File: src/rtl/instr_cache_pkg.sv
// Shared definitions for the instruction cache: address fields, FSM states
// and memory-bus widths, also intended for reuse by the data cache.
package instr_cache_pkg;

  localparam int NUM_LINES       = 8;
  localparam int WORDS_PER_BLOCK = 4;
  localparam int ADDR_BITS       = 10;
  localparam int TAG_W           = 3;
  localparam int IDX_W           = 3;
  localparam int OFF_W           = 2;
  localparam int WORD_W          = 32;
  localparam int BLOCK_W         = 128;
  localparam int MEM_ADDR_W      = TAG_W + IDX_W;

  typedef enum logic [1:0] {
    IDLE     = 2'd0,
    MEM_READ = 2'd1,
    UPDATE   = 2'd2
  } state_t;

  // Pick one 32-bit word out of a block; word0 sits in the low bits.
  function automatic logic [WORD_W-1:0] select_word(input logic [BLOCK_W-1:0] blk,
                                                    input logic [OFF_W-1:0]   off);
    logic [WORD_W-1:0] w;
    case (off)
      2'd0:    w = blk[31:0];
      2'd1:    w = blk[63:32];
      2'd2:    w = blk[95:64];
      default: w = blk[127:96];
    endcase
    return w;
  endfunction

endpackage

File: src/rtl/instr_cache_if.sv
// Block-read bus between a cache (master) and instruction memory (slave).
interface instr_cache_if;
  import instr_cache_pkg::*;

  logic                  mem_read;
  logic [MEM_ADDR_W-1:0] mem_address;
  logic [BLOCK_W-1:0]    mem_readdata;
  logic                  mem_busywait;

  modport master (output mem_read, output mem_address,
                  input  mem_readdata, input mem_busywait);
  modport slave  (input  mem_read, input mem_address,
                  output mem_readdata, output mem_busywait);

endinterface

File: src/rtl/instr_cache_fsm.sv
// Miss-handling controller: tracks IDLE/MEM_READ/UPDATE, drives the memory
// handshake and tells the datapath when to capture and when to fill a line.
module instr_cache_fsm
  import instr_cache_pkg::*;
(
  input  logic                  clk,
  input  logic                  rst,
  input  logic                  hit,
  input  logic [MEM_ADDR_W-1:0] block_addr,
  input  logic                  mem_busywait,
  output logic                  mem_read,
  output logic [MEM_ADDR_W-1:0] mem_address,
  output logic                  busywait,
  output logic                  capture,
  output logic                  fill,
  output logic [MEM_ADDR_W-1:0] fill_addr
);

  state_t                state;
  state_t                next_state;
  logic [MEM_ADDR_W-1:0] addr_q;

  assign fill_addr = addr_q;

  // State register; reset abandons any in-flight fill.
  always_ff @(posedge clk or posedge rst) begin
    if (rst) state <= IDLE;
    else     state <= next_state;
  end

  // Latch the block address on the miss so a wandering PC cannot redirect the fill.
  always_ff @(posedge clk or posedge rst) begin
    if (rst)                     addr_q <= '0;
    else if (state == IDLE && !hit) addr_q <= block_addr;
  end

  // Next-state and handshake outputs; busywait is forced low while reset is held.
  always_comb begin
    next_state  = state;
    mem_read    = 1'b0;
    mem_address = '0;
    busywait    = 1'b1;
    capture     = 1'b0;
    fill        = 1'b0;
    case (state)
      IDLE: begin
        busywait = !hit;
        if (!hit) next_state = MEM_READ;
      end
      MEM_READ: begin
        mem_read    = 1'b1;
        mem_address = addr_q;
        if (!mem_busywait) begin
          capture    = 1'b1;
          next_state = UPDATE;
        end
      end
      UPDATE: begin
        fill       = 1'b1;
        next_state = IDLE;
      end
      default: next_state = IDLE;
    endcase
    if (rst) busywait = 1'b0;
  end

endmodule

File: src/rtl/instr_cache.sv
// Direct-mapped read-only instruction cache: 8 lines of 128-bit blocks,
// combinational hit/word select, block fills through instr_cache_fsm.
module instr_cache
  import instr_cache_pkg::*;
(
  input  logic               clk,
  input  logic               rst,
  input  logic [31:0]        pc,
  output logic [WORD_W-1:0]  instruction,
  output logic               busywait,
  instr_cache_if.master      mem_bus
);

  logic [TAG_W-1:0]      pc_tag;
  logic [IDX_W-1:0]      pc_idx;
  logic [OFF_W-1:0]      pc_off;
  logic                  unused_pc;

  logic [NUM_LINES-1:0]  valid_q;
  logic [TAG_W-1:0]      tag_q  [NUM_LINES];
  logic [BLOCK_W-1:0]    data_q [NUM_LINES];
  logic [BLOCK_W-1:0]    block_buf;

  logic                  hit;
  logic                  capture;
  logic                  fill;
  logic [MEM_ADDR_W-1:0] fill_addr;
  logic [IDX_W-1:0]      fill_idx;
  logic [TAG_W-1:0]      fill_tag;

  assign pc_tag    = pc[9:7];
  assign pc_idx    = pc[6:4];
  assign pc_off    = pc[3:2];
  assign unused_pc = ^{pc[31:10], pc[1:0]};

  assign fill_idx  = fill_addr[IDX_W-1:0];
  assign fill_tag  = fill_addr[MEM_ADDR_W-1:IDX_W];

  assign hit         = valid_q[pc_idx] && (tag_q[pc_idx] == pc_tag);
  assign instruction = select_word(data_q[pc_idx], pc_off);

  instr_cache_fsm u_fsm (
    .clk          (clk),
    .rst          (rst),
    .hit          (hit),
    .block_addr   (pc[9:4]),
    .mem_busywait (mem_bus.mem_busywait),
    .mem_read     (mem_bus.mem_read),
    .mem_address  (mem_bus.mem_address),
    .busywait     (busywait),
    .capture      (capture),
    .fill         (fill),
    .fill_addr    (fill_addr)
  );

  // Valid bits are the only storage that reset must clear.
  always_ff @(posedge clk or posedge rst) begin
    if (rst)       valid_q <= '0;
    else if (fill) valid_q[fill_idx] <= 1'b1;
  end

  // Tag and data are only meaningful once valid, so they need no reset.
  always_ff @(posedge clk) begin
    if (fill) begin
      tag_q[fill_idx]  <= fill_tag;
      data_q[fill_idx] <= block_buf;
    end
  end

  // Hold the returned block from the last MEM_READ edge until UPDATE writes it.
  always_ff @(posedge clk) begin
    if (capture) block_buf <= mem_bus.mem_readdata;
  end

endmodule
File: src/flat_wrapper.sv
// flat-port wrapper written by rule: the top's interface ports become plain ports
module instr_cache_flat import instr_cache_pkg::*;
  (clk, rst, pc, instruction, busywait, mem_bus_mem_read, mem_bus_mem_address, mem_bus_mem_readdata, mem_bus_mem_busywait);
  instr_cache_if mem_bus_i ();
  input  logic clk;
  input  logic rst;
  input  logic [31:0] pc;
  output logic [WORD_W-1:0] instruction;
  output logic busywait;
  output wire logic [$bits(mem_bus_i.mem_read)-1:0] mem_bus_mem_read;
  output wire logic [$bits(mem_bus_i.mem_address)-1:0] mem_bus_mem_address;
  input wire logic [$bits(mem_bus_i.mem_readdata)-1:0] mem_bus_mem_readdata;
  input wire logic [$bits(mem_bus_i.mem_busywait)-1:0] mem_bus_mem_busywait;
  assign mem_bus_mem_read = mem_bus_i.mem_read;
  assign mem_bus_mem_address = mem_bus_i.mem_address;
  assign mem_bus_i.mem_readdata = mem_bus_mem_readdata;
  assign mem_bus_i.mem_busywait = mem_bus_mem_busywait;
  instr_cache u_core (.clk(clk), .rst(rst), .pc(pc), .instruction(instruction), .busywait(busywait), .mem_bus(mem_bus_i));
endmodule
File: config.mk
export PLATFORM = sky130hd
export DESIGN_NAME = instr_cache_flat
export DESIGN_NICKNAME = d
export VERILOG_FILES = /design/src/rtl/instr_cache_pkg.sv /design/src/rtl/instr_cache_if.sv /design/src/rtl/instr_cache_fsm.sv /design/src/rtl/instr_cache.sv /design/src/flat_wrapper.sv
export SDC_FILE = /design/constraint.sdc
export NUM_CORES = 1
export LEC_CHECK = 0
export BUFFER_PORTS_ARGS = -buffer_cell sky130_fd_sc_hd__buf_2
export CORE_MARGIN = 5
export CORE_UTILIZATION = 60
export CTS_BUF_LIST = sky130_fd_sc_hd__clkbuf_8
export CTS_CLUSTER_SIZE = 14
export DETAILED_ROUTE_END_ITERATION = 10
export HOLD_SLACK_MARGIN = 0.06
export MAX_ROUTING_LAYER = met4
export PLACE_DENSITY = 0.77
export SLEW_MARGIN = 40
export SYNTH_ARGS = -nofsm -noshare
export SYNTH_HDL_FRONTEND = slang
export SYNTH_SLANG_ARGS = --single-unit
File: constraint.sdc
create_clock -name clk -period 29.3 [get_ports clk]
set_input_delay 2.93 -clock clk [delete_from_list [all_inputs] [get_ports clk]]
set_output_delay 2.93 -clock clk [all_outputs]
set_load 0.005 [all_outputs]
==> impl_metrics.json <==
{
  "status": "finished, final reports clean",
  "cts.sinks": 1192,
  "antenna_found_initial": 4,
  "num_vias": 20513,
  "vdd_ir_drop_max_mv": 0.0335,
  "worstPathArrival_ps": 7210,
  "syn-num-nets": 2026,
  "via_per_inst": 6.29,
  "io_buffers": 178,
  "hold_viol_final": 0,
  "start_util_pct": 60.7,
  "timing.final.ws_setup_ps": 19160,
  "drive_gt1_share_pct": 31.4,
  "p_leak_nw": 16.5,
  "grt_max_degree": 85,
  "worstPathMaxFanout": 61,
  "setup_viol": 0,
  "yosysWarnings": 0,
  "fmax_mhz": 98.6,
  "dieArea_um2": 79600,
  "finalCriticalPeriod_ps": 10140,
  "total_power_mw": 3.54,
  "path_clk_slew_ps": 60,
  "cts_buffer_depth": 3,
  "rows": 99,
  "fp.dieH_um": 282,
  "die_w_um": 282,
  "cts_buffers": 177,
  "endpoint_kind": "primary output",
  "yosysSeqAreaShare_pct": 80.4,
  "drtPass1Iterations": 5,
  "drt-initial-drc-count": 2185,
  "final_nets": 2332,
  "grt_util_met1_pct": 34.2,
  "synth-edff-count": 1176,
  "ys_ff_latch": 1192,
  "met2_usage_pct": 36.8,
  "path_class": "primary input to primary output",
  "fin_crit_sh_pct": 34.6,
  "drc": 0,
  "ctsRootBufferMaster": "clkbuf_8",
  "slew_violations": 0,
  "grt_pass1_vias": 21418,
  "grt_first_pass_wirelength_um": 136000,
  "hold_class": "flop to flop",
  "syn_area_per_cell_um2": 23.9,
  "gr-total-overflow": 0,
  "syn-cell-area_um2": 44400,
  "post_cts.repair.setup_buffers": 0,
  "placed_area_um2": 46600,
  "maxCapViolCount": 0,
  "cts_tree": "built",
  "routed_wl_um": 92000,
  "synthCells": 1863,
  "ant_nets": 0,
  "p_per_area_nw_per_um2": 71.0,
  "routedWlPerCell_um": 28.2,
  "hpwlAfterDp_um": 50300,
  "holdWs_ps": 468,
  "worst_slew_pin_slew_ps": 837,
  "layout.cells.most_common_list": "edfxtp_1 (1176), mux4_2 (262), clkbuf_8 (182)",
  "dp_slack_ps": 18890,
  "final_common_cell": "edfxtp_1",
  "fin_tns_setup_ps": 0,
  "ios": 203,
  "synthFlopType": "edfxtp_1",
  "use_met3_pct": 6.32,
  "top_usage_layer": "met2",
  "async_flop_share_pct": 1.34,
  "skew_ps": 30.2,
  "design_area_um2": 49900,
  "gp_congestion": 0.750,
  "area_growth_syn_to_layout_pct": 12.3,
  "post_cts_resize_count": 0,
  "worstSetupStartpointType": "primary input",
  "core_um2": 73200,
  "cp.required_ps": 26370,
  "clk_latency_ps": 810,
  "grt_util_all_layers_pct": 24.2,
  "slew_headroom_pct": 44.2,
  "h-tree-depth": 4,
  "synth_cell_types": 29,
  "cts_hold_buf": 0,
  "rsz0062_at_grt": "false"
}
synthesized netlist by cell type, types with 2 or more instances:
master | number | share of area (%)
dfrtp_1 | 16 | 0.90
a211o_1 | 17 | 0.34
mux2_4 | 6 | 0.20
o22ai_1 | 32 | 0.45
and2_1 | 7 | 0.099
or2_2 | 9 | 0.13
nor3_1 | 19 | 0.21
mux2i_1 | 118 | 2.7
nor2_1 | 24 | 0.20
a21oi_1 | 50 | 0.56
nand2b_1 | 4 | 0.056
inv_1 | 2 | 0.017
nor2b_1 | 17 | 0.24
buf_4 | 6 | 0.10
buf_1 | 15 | 0.13
buf_2 | 36 | 0.41
clkbuf_1 | 35 | 0.30
edfxtp_1 | 1176 | 79
xnor2_1 | 3 | 0.059
mux4_2 | 262 | 13
worst paths after layout:
| kind | from | endpoint | slack, ps | cells past startpoint |
|---|---|---|---|---|
| max in group asynchronous | rst | u_core.valid_q[2] | 26700 | 2 |
| min in group asynchronous | rst | u_core.u_fsm.fill_addr[5] | 2190 | 2 |
| hold / removal | u_core.valid_q[7] | u_core.valid_q[7] | 470 | 1 |
| setup reg to reg | u_core.u_fsm.state[0] | u_core.data_q[0][67] | 26010 | 5 |
| hold reg to reg | u_core.valid_q[7] | u_core.valid_q[7] | 470 | 1 |
| setup / recovery | pc[4] | instruction[19] | 19160 | 11 |
metal layers:
layer	wire (um)	vias to the layer above	share of wire (%)
met5	0	-	0
met4	1570	0	1.7
met3	7950	112	8.6
met2	45200	976	49
met1	37300	10870	41
li1	-	8555	-
stage by stage:
step / instances / util, %
after floorplan: 1863 / -
after global placement: 2942 / 63.5
after detailed placement: 2947 / 63.7
after CTS: 3257 / 68.1
after global routing: 3262 / 68.2
final: 3263 / 68.2
logic make-up after synthesis:
kind of cell	Yosys count	share of synthesized area [%]
muxes	387	16.2
xor gates and xnor gates	3	0.0591
DFF	1192	80.4
buffers and inverters	96	0.983
AOI/OAI and AO/OA	101	1.41
and+or+nand+nor	84	0.988
layout make-up:
cell class,instances,area [um2]
flip-flops and latches,1192,35700
multi-input cells,575,8360
diodes,4,10.0
fillers,4304,23300
repair buffers,221,1420
clock buffers,181,2490
well taps,959,1200
inverters,2,7.51
clock inverters,129,717
power by group:
group	internal [mW]	switching [mW]
sequential	2.01	0.0636
clock	0.626	0.597
combinational	0.0997	0.149
worst max-delay path: stages:
cell     delay [ps]
buf_8           490
buf_6           610
buf_6           630
buf_4           450
buf_12          260
mux4_2          520
mux2i_1         170
o22ai_1         130
nor3_1          570
a21oi_1         130
buf_2           170
flip-flops by register name, summed over array words and instances (netlist names):
name	count
u_core.u_fsm.state	2
u_core.block_buf	128
u_core.data_q	1024
u_core.u_fsm.fill_addr	6
u_core.tag_q	24
u_core.valid_q	8
Power figures use the tool's default switching activity.
